`src/rtl/aes128_type_pkg.sv`:
```
// Shared types and register map for the AES-128 core and its bus controller.
// Imported by the controller, its watchdog and the bench.
package aes128_type_pkg;

   typedef enum logic [1:0] {
      IDLE,
      LAUNCH,
      RUN
   } ctrl_state_t;

   localparam logic [3:0] AES_KEY0   = 4'h0;
   localparam logic [3:0] AES_KEY1   = 4'h1;
   localparam logic [3:0] AES_KEY2   = 4'h2;
   localparam logic [3:0] AES_KEY3   = 4'h3;
   localparam logic [3:0] AES_DATA0  = 4'h4;
   localparam logic [3:0] AES_DATA1  = 4'h5;
   localparam logic [3:0] AES_DATA2  = 4'h6;
   localparam logic [3:0] AES_DATA3  = 4'h7;
   localparam logic [3:0] AES_RES0   = 4'h8;
   localparam logic [3:0] AES_RES1   = 4'h9;
   localparam logic [3:0] AES_RES2   = 4'hA;
   localparam logic [3:0] AES_RES3   = 4'hB;
   localparam logic [3:0] AES_CTRL   = 4'hC;
   localparam logic [3:0] AES_STATUS = 4'hD;

   localparam int CTRL_START   = 0;
   localparam int CTRL_IRQ_EN  = 1;
   localparam int CTRL_IRQ_CLR = 2;
   localparam int CTRL_OP_LO   = 4;

   localparam int ST_BUSY        = 0;
   localparam int ST_DONE        = 1;
   localparam int ST_IRQ_PEND    = 2;
   localparam int ST_ERR_BUSY    = 3;
   localparam int ST_ERR_TIMEOUT = 4;

endpackage

```
`src/rtl/aes128_ctrl_watchdog.sv`:
```
// Loadable down-counter bounding how long the controller waits in RUN.
// expired_o flags the enabled decrement that takes the count to zero.
module aes128_ctrl_watchdog
   import aes128_type_pkg::*;
#(
   parameter int TIMEOUT_CYCLES = 255
) (
   input  logic clk_i,
   input  logic rst_i,
   input  logic load_i,
   input  logic en_i,
   output logic expired_o
);

   localparam int W = $clog2(TIMEOUT_CYCLES + 1);

   logic [W-1:0] count_q;

   always_ff @(posedge clk_i or posedge rst_i) begin
      if (rst_i) begin
         count_q <= '0;
      end else if (load_i) begin
         count_q <= W'(TIMEOUT_CYCLES);
      end else if (en_i && count_q != '0) begin
         count_q <= count_q - W'(1);
      end
   end

   assign expired_o = en_i && (count_q == W'(1));

endmodule

```
`src/rtl/aes128_ctrl.sv`:
```
// Bus-facing sequencer for the AES-128 core: key/data staging, start,
// watchdog-guarded completion, result capture, status and interrupt.
module aes128_ctrl
   import aes128_type_pkg::*;
#(
   parameter int TIMEOUT_CYCLES = 255
) (
   input  logic         clk_i,
   input  logic         rst_i,
   input  logic [3:0]   addr_i,
   input  logic [31:0]  wdata_i,
   input  logic         wr_i,
   input  logic         rd_i,
   output logic [31:0]  rdata_o,
   output logic         rvalid_o,
   output logic         irq_o,
   output logic         core_start_o,
   output logic [1:0]   core_op_o,
   output logic [127:0] core_key_o,
   output logic [127:0] core_data_o,
   input  logic [127:0] core_result_i,
   input  logic         core_valid_i,
   input  logic         core_ready_i
);

   ctrl_state_t state_q, state_d;

   logic [127:0] key_q, data_q, result_q;
   logic [31:0]  rdata_q, rd_mux;
   logic [1:0]   op_q, core_op_q;
   logic         rvalid_q, run_first_q;
   logic         irq_en_q, irq_pend_q, done_q;
   logic         err_busy_q, err_to_q;
   logic         busy, wr_key, wr_data, wr_ctrl, wr_status;
   logic         start_req, launch_ok, reject;
   logic         done_evt, tout_evt;
   logic         wd_load, wd_en, wd_expired;

   assign busy      = (state_q != IDLE);
   assign wr_key    = wr_i && (addr_i[3:2] == 2'b00);
   assign wr_data   = wr_i && (addr_i[3:2] == 2'b01);
   assign wr_ctrl   = wr_i && (addr_i == AES_CTRL);
   assign wr_status = wr_i && (addr_i == AES_STATUS);
   assign start_req = wr_ctrl && wdata_i[CTRL_START];
   assign launch_ok = start_req && !busy && core_ready_i;
   assign reject    = (busy && (wr_key || wr_data || start_req))
                   || (start_req && !busy && !core_ready_i);

   // The core drops a stale valid on the start edge, so skip RUN's first cycle.
   assign done_evt = (state_q == RUN) && !run_first_q && core_valid_i;
   assign tout_evt = (state_q == RUN) && wd_expired && !done_evt;
   assign wd_load  = (state_q == LAUNCH);
   assign wd_en    = (state_q == RUN);

   aes128_ctrl_watchdog #(
      .TIMEOUT_CYCLES(TIMEOUT_CYCLES)
   ) u_watchdog (
      .clk_i     (clk_i),
      .rst_i     (rst_i),
      .load_i    (wd_load),
      .en_i      (wd_en),
      .expired_o (wd_expired)
   );

   always_ff @(posedge clk_i or posedge rst_i) begin
      if (rst_i) state_q <= IDLE;
      else       state_q <= state_d;
   end

   always_comb begin
      state_d = state_q;
      case (state_q)
         IDLE:    if (launch_ok) state_d = LAUNCH;
         LAUNCH:  state_d = RUN;
         RUN:     if (done_evt || tout_evt) state_d = IDLE;
         default: state_d = IDLE;
      endcase
   end

   always_comb begin
      rd_mux = '0;
      unique case (1'b1)
         (addr_i[3:2] == 2'b10):
            rd_mux = result_q[{addr_i[1:0], 5'b0} +: 32];
         (addr_i == AES_CTRL):
            rd_mux = {26'b0, op_q, 2'b0, irq_en_q, 1'b0};
         (addr_i == AES_STATUS):
            rd_mux = {27'b0, err_to_q, err_busy_q,
                      irq_pend_q, done_q, busy};
         default: ;
      endcase
   end

   // Clears are ordered before sets so same-cycle events keep the set.
   always_ff @(posedge clk_i or posedge rst_i) begin
      if (rst_i) begin
         key_q       <= '0;
         data_q      <= '0;
         result_q    <= '0;
         rdata_q     <= '0;
         rvalid_q    <= 1'b0;
         op_q        <= '0;
         core_op_q   <= '0;
         run_first_q <= 1'b0;
         irq_en_q    <= 1'b0;
         irq_pend_q  <= 1'b0;
         done_q      <= 1'b0;
         err_busy_q  <= 1'b0;
         err_to_q    <= 1'b0;
      end else begin
         rvalid_q    <= rd_i;
         run_first_q <= (state_q == LAUNCH);
         if (rd_i) rdata_q <= rd_mux;
         if (wr_key && !busy)
            key_q[{addr_i[1:0], 5'b0} +: 32] <= wdata_i;
         if (wr_data && !busy)
            data_q[{addr_i[1:0], 5'b0} +: 32] <= wdata_i;
         if (wr_ctrl) begin
            irq_en_q <= wdata_i[CTRL_IRQ_EN];
            op_q     <= wdata_i[CTRL_OP_LO +: 2];
            if (wdata_i[CTRL_IRQ_CLR]) irq_pend_q <= 1'b0;
         end
         if (wr_status) begin
            done_q     <= 1'b0;
            err_busy_q <= 1'b0;
            err_to_q   <= 1'b0;
         end
         if (launch_ok) begin
            done_q     <= 1'b0;
            err_busy_q <= 1'b0;
            err_to_q   <= 1'b0;
            core_op_q  <= wdata_i[CTRL_OP_LO +: 2];
         end
         if (reject) err_busy_q <= 1'b1;
         if (done_evt) begin
            result_q   <= core_result_i;
            done_q     <= 1'b1;
            irq_pend_q <= 1'b1;
         end
         if (tout_evt) begin
            err_to_q   <= 1'b1;
            irq_pend_q <= 1'b1;
         end
      end
   end

   assign rdata_o      = rdata_q;
   assign rvalid_o     = rvalid_q;
   assign irq_o        = irq_pend_q & irq_en_q;
   assign core_start_o = (state_q == LAUNCH);
   assign core_op_o    = core_op_q;
   assign core_key_o   = key_q;
   assign core_data_o  = data_q;

endmodule

```
`config.mk`:
```
export PLATFORM = sky130hd
export DESIGN_NAME = aes128_ctrl
export DESIGN_NICKNAME = d
export VERILOG_FILES = /design/src/rtl/aes128_type_pkg.sv /design/src/rtl/aes128_ctrl_watchdog.sv /design/src/rtl/aes128_ctrl.sv
export SDC_FILE = /design/constraint.sdc
export NUM_CORES = 1
export LEC_CHECK = 0
export ABC_AREA = 1
export CAP_MARGIN = 20
export CORE_MARGIN = 2
export CORE_UTILIZATION = 44
export DETAILED_ROUTE_END_ITERATION = 8
export GPL_TIMING_DRIVEN = 0
export PLACE_DENSITY = 0.75
export SYNTH_ARGS = -nofsm -noshare
export SYNTH_HDL_FRONTEND = slang
export SYNTH_SLANG_ARGS = --single-unit
```
`constraint.sdc`:
```
create_clock -name clk_i -period 35.8 [get_ports clk_i]
set_input_delay 10.74 -clock clk_i [delete_from_list [all_inputs] [get_ports clk_i]]
set_output_delay 10.74 -clock clk_i [all_outputs]
set_load 0.01 [all_outputs]
```
## Word level (Yosys, flattened, before mapping)

Cells that the tools add are included.

| word-level totals | value |
|---|---|
| logic and storage cells | 84 |
| input port bits | 170 |
| flip-flop bits (word level) | 437 |
| output and inout bits | 293 |

| cells by class | value |
|---|---|
| shift-type cells | 3 |
| reductions and logical operators | 37 |
| muxes and demuxes | 17 |
| eq/ne operators | 9 |
| add/subtract/negate cells | 2 |
| bitwise logic cells | 1 |

Operators by type and width:

| operator | count |
|---|---|
| 128-bit bitwise mux | 2 |
| 32-bit by 9-bit variable shift with 128-bit output, first input constant | 1 |
| 128-bit by 8-bit variable part select with 32-bit output | 1 |
| 32-bit by 9-bit variable part select with 128-bit output | 1 |
| 32-bit one-hot mux with 3 select lines | 1 |
| 1-bit logical AND | 17 |
| 8-bit 2-to-1 mux | 2 |
| 3-bit nonzero test | 5 |
| 1-bit 2-to-1 mux | 9 |
| 7-bit negator with 9-bit output | 1 |
| 4-bit equality test, second input constant | 2 |
| 8-bit by 1-bit equality test with 1-bit output, second input constant | 1 |
| 8-bit nonzero test | 1 |
| 8-bit by 1-bit subtractor with 8-bit output, second input constant | 1 |
| 2-bit one-hot mux with 3 select lines | 1 |
| 2-bit by 1-bit equality test with 1-bit output, second input constant | 2 |
| 2-bit equality test, second input constant | 2 |
| 1-bit logical NOT | 4 |
| 2-bit logical NOT | 2 |
| 1-bit logical OR | 4 |
| 2-bit 2-to-1 mux | 2 |
| 2-bit inequality test, second input constant | 2 |
| 2-bit AND reduction | 2 |
| 2-bit nonzero test | 2 |
| 1-bit bitwise AND | 1 |

## Logic depth before layout (Yosys ltp)

Gate-level depths: netlist of run 1.

| logic depth | value |
|---|---|
| word-level depth | 8 |
| mapped depth | 12 |

## Cells and area by module

From an unflattened synthesis of run 1, not the netlist that was laid out.

| unflattened totals | value |
|---|---|
| cells, all modules | 2358 |
| area, all modules | 19107.1 um^2 |

Modules (own cells, without submodules):

| module | area an instance (um^2) | cells each | instances |
|---|---|---|---|
| aes128_ctrl | 18531.5 | 2275 | 1 |
| aes128_ctrl_watchdog | 575.6 | 83 | 1 |

## Worst setup path after synthesis of run 1

Ideal clock, no wire load.

| timing | value |
|---|---|
| path kind | input to register |
| start point | in addr_i[0] |
| end point | reg key_q[69] (netlist: core_key_o[69]) |
| stages | 12 |
| slack | 23333 ps |
| arrival | 12346 ps |
| required time | 35679 ps |
| buffers on the path | 4 |
| cell sequence | buf_2 -> inv_1 -> clkbuf_1 -> ha_1 -> buf_2 -> inv_2 -> nor2_1 -> nand2_1 -> buf_2 -> nor2_1 -> nand2_1 -> nand2_1 |

| between the ends | value |
|---|---|
| cells in the longest elaborated chain, start to end | 3 |

Ends and longest elaborated chain:

| what | RTL line | RTL |
|---|---|---|
| start, declared | aes128_ctrl.sv:10 | `input logic [3:0] addr_i,` |
| 7-bit negator with 9-bit output (*) | aes128_ctrl.sv:115 | `key_q[{addr_i[1:0], 5'b0} +: 32] <= wdata_i;` |
| 32-bit by 9-bit variable part select with 128-bit output / 32-bit by 9-bit variable shift with 128-bit output (equally long branches) | aes128_ctrl.sv:115 |  |
| 128-bit bitwise mux (*) | aes128_ctrl.sv:115 |  |
| end signal, assigned by index | aes128_ctrl.sv:115 |  |
| end, declared | aes128_ctrl.sv:28 | `logic [127:0] key_q, data_q, result_q;` |

Every way passes the cells marked *; elsewhere a longest branch is shown, timed or not.
A chain may end at the register's enable or synchronous reset.

## Final worst setup path of run 1

| timing | value |
|---|---|
| start point | in addr_i[0] |
| end point | reg data_q[33] (netlist: core_data_o[33]) |

| between the ends | value |
|---|---|
| cells in the longest elaborated chain, start to end | 3 |

Ends and longest elaborated chain:

| what | RTL line | RTL |
|---|---|---|
| 7-bit negator with 9-bit output (*) | aes128_ctrl.sv:117 | `data_q[{addr_i[1:0], 5'b0} +: 32] <= wdata_i;` |
| 32-bit by 9-bit variable part select with 128-bit output / 32-bit by 9-bit variable shift with 128-bit output (equally long branches) | aes128_ctrl.sv:117 |  |
| 128-bit bitwise mux (*) | aes128_ctrl.sv:117 |  |
| end signal, assigned by index | aes128_ctrl.sv:117 |  |
| end, declared | aes128_ctrl.sv:28 |  |

Marked as above.

==> flow_metrics.tcl, run 1 <==
set metrics [dict create \
    status "completed" \
    netlist_top_cells_area "dfrtp_1 56%, nand2_1 16%, o21ai_1 6.6%" \
    fin_crit_ps 13550 \
    finalWorstSetupSlack_ps 22250 \
    leakagePower_nw 13.55 \
    multi_input_area_um2 6920 \
    area_growth_syn_to_layout_pct 35.79 \
    synth_top_cell_by_area "dfrtp_1" \
    clockPowerShare_pct 32.7 \
    antenna_found_initial 5 \
    synth_area_um2 19570 \
    crit_slowest_cell "clkdlybuf4s50_1" \
    n_fill_cell 3839 \
    placed_cell_area_um2 25010 \
    chipWidth_um 214.9 \
    rows 77 \
    worst_slew_pin_slew_ps 870.4 \
    cpLargestDelayFamily "buffers and inverters" \
    clock-root-buffer "clkbuf_16" \
    htreeDepth 2 \
    start_util_pct 44.45 \
    grt_overflow 0 \
    clock_sinks 437 \
    drv_cap 0 \
    port_buffers 460 \
    ctsHoldBuffers 0 \
    post-route-util_pct 60.36 \
    endpoint_kind "flop" \
    synth.most_common_cell "nand2_1" \
    hold_start "core_data_o[105]" \
    fin_area_um2 26580 \
    max_freq_mhz 73.81 \
    finalWirelength_um 71200 \
    drc 0 \
    die_h_um 214.9 \
    p_switching_mw 0.4728 \
    netlist_instances 2345 \
    start_kind "primary input" \
    hold_viol_final 0 \
    dr.pass1.iters 6 \
    async_reset_ff_share_pct 100.0 \
    avgSynthCellArea_um2 8.346 \
    cpPeakStageDelay_ps 670 \
    ant_nets 0 \
    synth_ff_type "dfrtp_1" \
    synth-edff-count 0 \
    finalWeightedCongestion 0.9968 \
    r2r_slack_ps 34120 \
    yosysSeqAreaShare_pct 55.87 \
    worstRegToRegCells 7 \
    drt_iter0_drc 1818 \
    intPower_mw 1.049 \
    synth-seq-cells 437 \
    whs_path_depth 2 \
    grt_setup_unrepaired "false" \
    hold_end "core_data_o[105]" \
    synth_top_area_share_pct 55.87 \
    maxSlewViolCount 0 \
    grt_use_total_pct 30.75 \
    fin_tns_setup_ps 0 \
    power_frac_seq_pct 43.3 \
    worstPathMaxFanout 12 \
    drive_gt1_share_pct 7.541 \
    crit_arrival_ps 14060 \
    dp_slack_ps 21620 \
    crit_buf_inv 7 \
    final_cells 3486 \
    post_drt_wl_per_cell_um 20.42 \
    yosys.cell_types.count 30 \
    synth_nets 2523 \
    setup_violations 0 \
    grt_pass1_wl_um 108700 \
    p_comb_share_pct 23.9 \
    worstPathCellList "clkdlybuf4s50_1, buf_2, inv_1, clkbuf_1, ha_1, buf_2, inv_2, nor2_1, clkinv_1, nor2_1, nand2_1, nand2_1" \
    die_area_um2 46190 \
    cts.path.max_buffers 3 \
    grt_max_degree 131 \
    num_vias 18524 \
    ys_top_cells_by_count "810 x nand2_1, 437 x dfrtp_1, 257 x o21ai_1" \
    fin_hold_ws_ps 472.7 \
    cts_tree "yes" \
    viasPerCell 5.314 \
    power.density_nw_per_um2 57.25 \
    seq_area_um2 10940 \
    reg2reg_from "u_watchdog.count_q[0]" \
    yosys_warnings 0 \
    clk_pin_slew_ps 50 \
    core_um2 44030 \
    ir_drop_mv 0.03880 \
    layout.nets 3035 \
    dp_hpwl_um 54540 \
    grt_pass1_vias 18598 \
    ios 463 \
    cts_setup_buffers 0 \
    finalCritPeriodShare_pct 37.84 \
    crit_required_ps 36310 \
    numCtsBuffers 47 \
    worstHoldPathType "flop to flop" \
    slew_headroom_pct 41.65 \
    cts-resized-gates 0 \
    p_sw_share_pct 31.07 \
    clock_latency_ps 590 \
    skew_ps 23.45 \
    placed_cells 3400 \
    worstSetupPathType "primary input to flop" \
    r2r_end "u_watchdog.count_q[5]" \
    finalPower_mw 1.521 \
]
[cells in the final DEF, fill, tap and decap left out, drive strengths merged, types with 5 or more instances in the layout]
cell,count
nand4,7
nand3,92
nor2,139
bufinv,5
nand2,812
ha,8
clkbuf,93
a21oi,60
clkdlybuf4s50,460
clkinv,9
dfrtp,437
o21ai,392
buf,131
inv,193
nor3,47
[sequential cells by signal (all words and copies together) (netlist names), 2 cells and up]
register,flops
core_key_o,128
rdata_o,32
state_q,2
u_watchdog.count_q,8
op_q,2
core_op_o,2
result_q,128
core_data_o,128
[logic make-up after synthesis]
kind of cell,after synthesis,synth area share (%)
AOI/OAI and AO/OA,454,11.88
buffers and inverters,345,8.771
DFF,437,55.87
adders and majority gates,8,0.5114
and+or+nand+nor,1101,22.96
[worst reg2reg max path: stages, from the launching register on]
cell and delay, ps:
dfrtp_1 410, inv_1 180, ha_1 170, nand2_1 60, o21ai_2 370, nand2_2 210, nand2_1 110, nand2_1 50
[worst max-delay path by stage]
| stage | end | from | slack (ps) | depth (start not counted) |
|---|---|---|---|---|
| 2_1_floorplan | core_data_o[0] | rst_i | 12890 | 1 |
| 3_3_place_gp | core_key_o[84] | rst_i | 8150 | 2 |
| 3_5_place_dp | core_data_o[33] | addr_i[0] | 21620 | 12 |
| 4_1_cts | core_data_o[33] | addr_i[0] | 22210 | 12 |
| 5_1_grt | core_key_o[99] | addr_i[0] | 22080 | 11 |
| 6_report | core_data_o[33] | addr_i[0] | 22250 | 12 |
[metal layers]
layer	global-route usage, %	share of wire [%]	vias up	wire length [µm]
met3	5.987	7.9	188	5594
li1	-	-	8465	-
met4	15.02	5.4	4	3833
met2	52.87	49	939	34800
met1	37.05	38	8928	26950
met5	0	0.032	-	23
[layout make-up]
class	count	share of cell area (%)
repair buffers	463	17.64
well taps	592	2.787
inverters	192	2.740
diodes	3	0.02825
multi-input cells	1563	26.04
clock buffers	68	5.028
clock inverters	15	0.8474
flip-flops and latches	437	41.15
plain buffers	153	3.747
[power by group through the flow]
stage	Clock (mW)	Combinational, mW	Sequential [mW]
floorplan	0	0.193	0.663
global placement	0	0.349	0.661
detailed placement	0	0.362	0.664
CTS	0.502	0.364	0.657
global route	0.523	0.403	0.668
finish	0.498	0.364	0.659
No activity file was read; power rests on OpenSTA's default activity.
==> run 2: changes to the inputs <==
==> constraint.sdc (replaced) <==
create_clock -name clk_i -period 12.9 [get_ports clk_i]
set_input_delay 3.87 -clock clk_i [delete_from_list [all_inputs] [get_ports clk_i]]
set_output_delay 3.87 -clock clk_i [all_outputs]
set_load 0.01 [all_outputs]
==> run 2 against run 1 <==
Critical endpoint is now core_data_o[47]. Clock skew shrank 5.3 ps. Final cell count grew 0.37%. Via count shrank 0.57%.
==> flow_metrics.tcl, run 2 (synthesized netlist as in run 1, its figures left out) <==
set metrics [dict create \
    status "completed" \
    fin_tns_setup_ps 0 \
    grt_setup_unrepaired "false" \
    crit_slowest_cell "clkdlybuf4s50_1" \
    cts.path.max_buffers 3 \
    grt_max_degree 44 \
    crit_required_ps 13410 \
    placed_cells 3408 \
    finalCritPeriodShare_pct 52.58 \
    clock_latency_ps 580 \
    area_growth_syn_to_layout_pct 36.39 \
    worstHoldPathType "flop to flop" \
    skew_ps 18.12 \
    num_vias 18419 \
    drv_cap 0 \
    crit_buf_inv 6 \
    max_freq_mhz 147.4 \
    final_cells 3499 \
    grt_pass1_vias 18553 \
    core_um2 44030 \
    clock_sinks 437 \
    worstPathMaxFanout 12 \
    ir_drop_mv 0.09470 \
    viasPerCell 5.264 \
    grt_use_total_pct 30.73 \
    chipWidth_um 214.9 \
    drive_gt1_share_pct 7.899 \
    finalWorstSetupSlack_ps 6117 \
    dp_hpwl_um 55450 \
    maxSlewViolCount 0 \
    ctsHoldBuffers 0 \
    ios 463 \
    post_drt_wl_per_cell_um 20.46 \
    cpLargestDelayFamily "buffers and inverters" \
    dr.pass1.iters 6 \
    n_fill_cell 3844 \
    drt_iter0_drc 1580 \
    worst_slew_pin_slew_ps 836.5 \
    clock-root-buffer "clkbuf_16" \
    htreeDepth 2 \
    power.density_nw_per_um2 157.2 \
    grt_pass1_wl_um 108700 \
    worstPathCellList "clkdlybuf4s50_1, buf_2, inv_1, clkbuf_1, ha_1, inv_1, nand2_1, buf_2, nor3_1, nand2_1, nand2_1" \
    die_area_um2 46190 \
    numCtsBuffers 46 \
    cts_tree "yes" \
    endpoint_kind "flop" \
    hold_viol_final 0 \
    final_cell_mix "810 x nand2_1, 460 x clkdlybuf4s50_1, 437 x dfrtp_1" \
    port_buffers 460 \
    fin_crit_ps 6783 \
    start_util_pct 44.45 \
    post-route-util_pct 60.63 \
    die_h_um 214.9 \
    worstSetupPathType "primary input to flop" \
    ant_nets 0 \
    slew_headroom_pct 43.93 \
    layout.nets 3042 \
    setup_violations 0 \
    dp_slack_ps 5595 \
    rows 77 \
    cts_setup_buffers 0 \
    start_kind "primary input" \
    clk_pin_slew_ps 60 \
    cpPeakStageDelay_ps 690 \
    grt_overflow 0 \
    antenna_found_initial 11 \
    cts-resized-gates 0 \
    finalWeightedCongestion 0.9935 \
    drc 0 \
    worst_path_most_repeated_cell "nand2_1" \
    finalWirelength_um 71610 \
    final_common_cell "nand2_1" \
    leakagePower_nw 13.60 \
    crit_arrival_ps 7290 \
]
[run 2: through the flow]
step | hold WS, ps | total power [mW] | area, µm²
final | 476.3 | 4.197 | 26700
after global routing | 496.4 | 4.404 | 26700
after CTS | 476.7 | 4.206 | 26680
after detailed placement | 464.7 | 2.853 | 25140
after global placement | 458.9 | 2.803 | 24920
after floorplan | 452.9 | 2.378 | 19580
[run 2: worst paths after layout]
kind	start	slack, ps	cells past startpoint	to
max	addr_i[0]	6120	11	core_data_o[47]
min	core_key_o[95]	480	2	core_key_o[95]
max reg2reg	state_q[0]	11200	8	core_key_o[68]
min reg2reg	core_key_o[95]	480	2	core_key_o[95]
max in group asynchronous	rst_i	7890	6	core_key_o[83]
min in group asynchronous	rst_i	3610	2	core_data_o[37]
[run 2: metal layers]
layer / up-vias / global-route usage [%] / share of wire (%)
met1: 8838 / 36.82 / 38
met3: 203 / 5.916 / 7.3
met5: - / 0 / 0.060
li1: 8494 / - / -
met2: 878 / 53.05 / 49
met4: 6 / 15.16 / 4.9
[run 2: worst register-to-register path, delay by kind of cell (launching register included)]
kind                   cells  cell delay, ps
DFF                        1             450
AOI/OAI and AO/OA          1             170
buffers and inverters      3             460
and+or+nand+nor            4             510
[run 2: layout make-up]
| type | count | area, µm² | area share, % |
|---|---|---|---|
| antenna | 8 | 20.02 | 0.07499 |
| clock buffer | 73 | 1424 | 5.334 |
| clock inverter | 10 | 110.1 | 0.4124 |
| tap | 592 | 740.7 | 2.775 |
| multi-input combinational | 1563 | 6920 | 25.92 |
| inverter | 192 | 724.4 | 2.714 |
| sequential | 437 | 10940 | 40.96 |
| buffer | 153 | 996.0 | 3.731 |
| timing repair buffer | 471 | 4825 | 18.07 |
[run 2: report_power, final]
| group | internal, mW | switching, mW |
|---|---|---|
| registers | 1.66 | 0.167 |
| logic | 0.433 | 0.583 |
| clock network | 0.795 | 0.558 |
==> run 3: changes to the inputs <==
--- a/config.mk
+++ b/config.mk
@@ -11,7 +11,7 @@
 export CORE_UTILIZATION = 44
 export DETAILED_ROUTE_END_ITERATION = 8
 export GPL_TIMING_DRIVEN = 0
-export PLACE_DENSITY = 0.75
+export PLACE_DENSITY = 0.78
 export SYNTH_ARGS = -nofsm -noshare
 export SYNTH_HDL_FRONTEND = slang
 export SYNTH_SLANG_ARGS = --single-unit
==> constraint.sdc (replaced) <==
create_clock -name clk_i -period 5.44 [get_ports clk_i]
set_input_delay 1.632 -clock clk_i [delete_from_list [all_inputs] [get_ports clk_i]]
set_output_delay 1.632 -clock clk_i [all_outputs]
set_load 0.01 [all_outputs]
==> run 3 against run 2 <==
Non-clock buffer count did not move. Flip-flop and latch count is the same. Sequential power up 140%. Setup slack got worse by 5300 ps. Worst hold slack lost 1.8 ps. First-iteration DRC count fell by 3.2%. Final area fell by 0.35%. Die area did not move. Clock power rose by 130%. Power increased by 140%. Critical path type unchanged. Highest routed layer unchanged.
==> flow_metrics.tcl, run 3 (synthesized netlist as in run 1, its figures left out) <==
set metrics [dict create \
    num_vias 18512 \
    p_switching_mw 3.112 \
    clockPowerShare_pct 31.6 \
    worstPathMaxFanout 12 \
    post_drt_wl_per_cell_um 20.49 \
    clk_pin_slew_ps 60 \
    cts-resized-gates 0 \
    die_area_um2 46190 \
    fin_crit_ps 4613 \
    fin_hold_ws_ps 474.5 \
    grt_overflow 0 \
    layout.nets 3042 \
    ctsHoldBuffers 0 \
    drt_iter0_drc 1529 \
    grt_setup_unrepaired "false" \
    cts_tree "yes" \
    viasPerCell 5.303 \
    p_sw_share_pct 31.54 \
    hold_viol_final 0 \
    finalWirelength_um 71520 \
    intPower_mw 6.754 \
    ant_nets 0 \
    htreeDepth 2 \
    crit_required_ps 5900 \
    rows 77 \
    whs_path_depth 2 \
    area_growth_syn_to_layout_pct 35.92 \
    power.density_nw_per_um2 370.8 \
    final_cell_mix "810 x nand2_1, 460 x clkdlybuf4s50_1, 437 x dfrtp_1" \
    worstRegToRegCells 7 \
    antenna_found_initial 6 \
    grt_pass1_wl_um 108500 \
    p_comb_share_pct 24.3 \
    worstSetupPathType "primary input to flop" \
    final_common_cell "nand2_1" \
    n_fill_cell 3826 \
    r2r_slack_ps 3710 \
    dr.pass1.iters 6 \
    chipWidth_um 214.9 \
    clock_latency_ps 600 \
    leakagePower_nw 13.56 \
    die_h_um 214.9 \
    skew_ps 28.91 \
    cts_setup_buffers 0 \
    drv_cap 0 \
    dp_hpwl_um 55790 \
    maxSlewViolCount 0 \
    power_frac_seq_pct 44.1 \
    hold_start "core_data_o[88]" \
    hold_end "core_data_o[88]" \
    crit_arrival_ps 5070 \
    ir_drop_mv 0.2615 \
    start_kind "primary input" \
    grt_pass1_vias 18541 \
    status "completed" \
    reg2reg_from "u_watchdog.count_q[0]" \
    numCtsBuffers 46 \
    drive_gt1_share_pct 7.698 \
    grt_max_degree 43 \
    start_util_pct 44.45 \
    post-route-util_pct 60.42 \
    finalWeightedCongestion 0.9887 \
    worst_slew_pin_slew_ps 942.9 \
    grt_use_total_pct 30.74 \
    setup_violations 0 \
    clock-root-buffer "clkbuf_16" \
    clock_sinks 437 \
    finalCritPeriodShare_pct 84.80 \
    r2r_end "u_watchdog.count_q[7]" \
    core_um2 44030 \
    port_buffers 460 \
    ios 463 \
    drc 0 \
    slew_headroom_pct 37.14 \
    cts.path.max_buffers 3 \
    max_freq_mhz 216.8 \
    endpoint_kind "flop" \
    worstHoldPathType "flop to flop" \
]
[run 3: worst max path at each step]
| stage | depth (start not counted) | end | slack (ps) | start |
|---|---|---|---|---|
| 6_report | 13 | core_data_o[72] | 830 | addr_i[0] |
| 5_1_grt | 12 | core_key_o[25] | 700 | addr_i[0] |
| 4_1_cts | 13 | core_data_o[72] | 890 | addr_i[0] |
| 3_5_place_dp | 13 | core_key_o[72] | 310 | addr_i[0] |
| 3_3_place_gp | 2 | core_data_o[85] | -4750 | rst_i |
| 2_1_floorplan | 1 | core_data_o[0] | -2100 | rst_i |
[run 3: worst max-delay path, cell delays in order]
cell and delay (ps):
clkdlybuf4s50_1 620, buf_2 320, inv_1 170, clkbuf_1 730
ha_1 360, buf_2 180, inv_2 160, nor2_1 80
nand2_1 240, buf_2 300, nor2_1 100, nand2_1 90
nand2_1 90
[run 3: cell type report]
type / instances / area (µm²) / area share (%)
inverters: 192 / 724.4 / 2.723
flip-flops and latches: 437 / 10940 / 41.11
repair buffers: 471 / 4825 / 18.14
plain buffers: 153 / 996.0 / 3.744
multi-input cells: 1563 / 6920 / 26.01
well taps: 592 / 740.7 / 2.784
diodes: 2 / 5.005 / 0.01881
clock inverters: 14 / 166.4 / 0.6255
clock buffers: 67 / 1290 / 4.849
[run 3: layer usage]
layer  GRT usage (%)  vias to the layer above  wire length, µm
li1                -                     8494                -
met1           36.54                     8843            26850
met4           15.81                        8             3853
met2           52.79                      967            34680
met5               0                        -               51
met3           6.313                      200             6090
[run 3: power groups by stage]
| stage | sequential (mW) | combinational [mW] | clock [mW] |
|---|---|---|---|
| 2_1_floorplan | 4.37 | 1.27 | 0 |
| 6_report | 4.35 | 2.40 | 3.12 |
| 3_5_place_dp | 4.38 | 2.39 | 0 |
| 3_3_place_gp | 4.36 | 2.30 | 0 |
| 5_1_grt | 4.40 | 2.66 | 3.28 |
| 4_1_cts | 4.33 | 2.40 | 3.15 |
[run 3: metrics by stage]
step / instances / power (mW) / setup TNS, ps / instance area, µm² / setup WS [ps]
after floorplan: 2345 / 5.638 / -915640 / 19580 / -2095
after global placement: 3397 / 6.660 / -2058200 / 24920 / -4748
after detailed placement: 3408 / 6.770 / 0 / 25140 / 313.4
after CTS: 3489 / 9.879 / 0 / 26600 / 891.6
after global routing: 3491 / 10.35 / 0 / 26600 / 695.8
final: 3491 / 9.866 / 0 / 26600 / 826.7
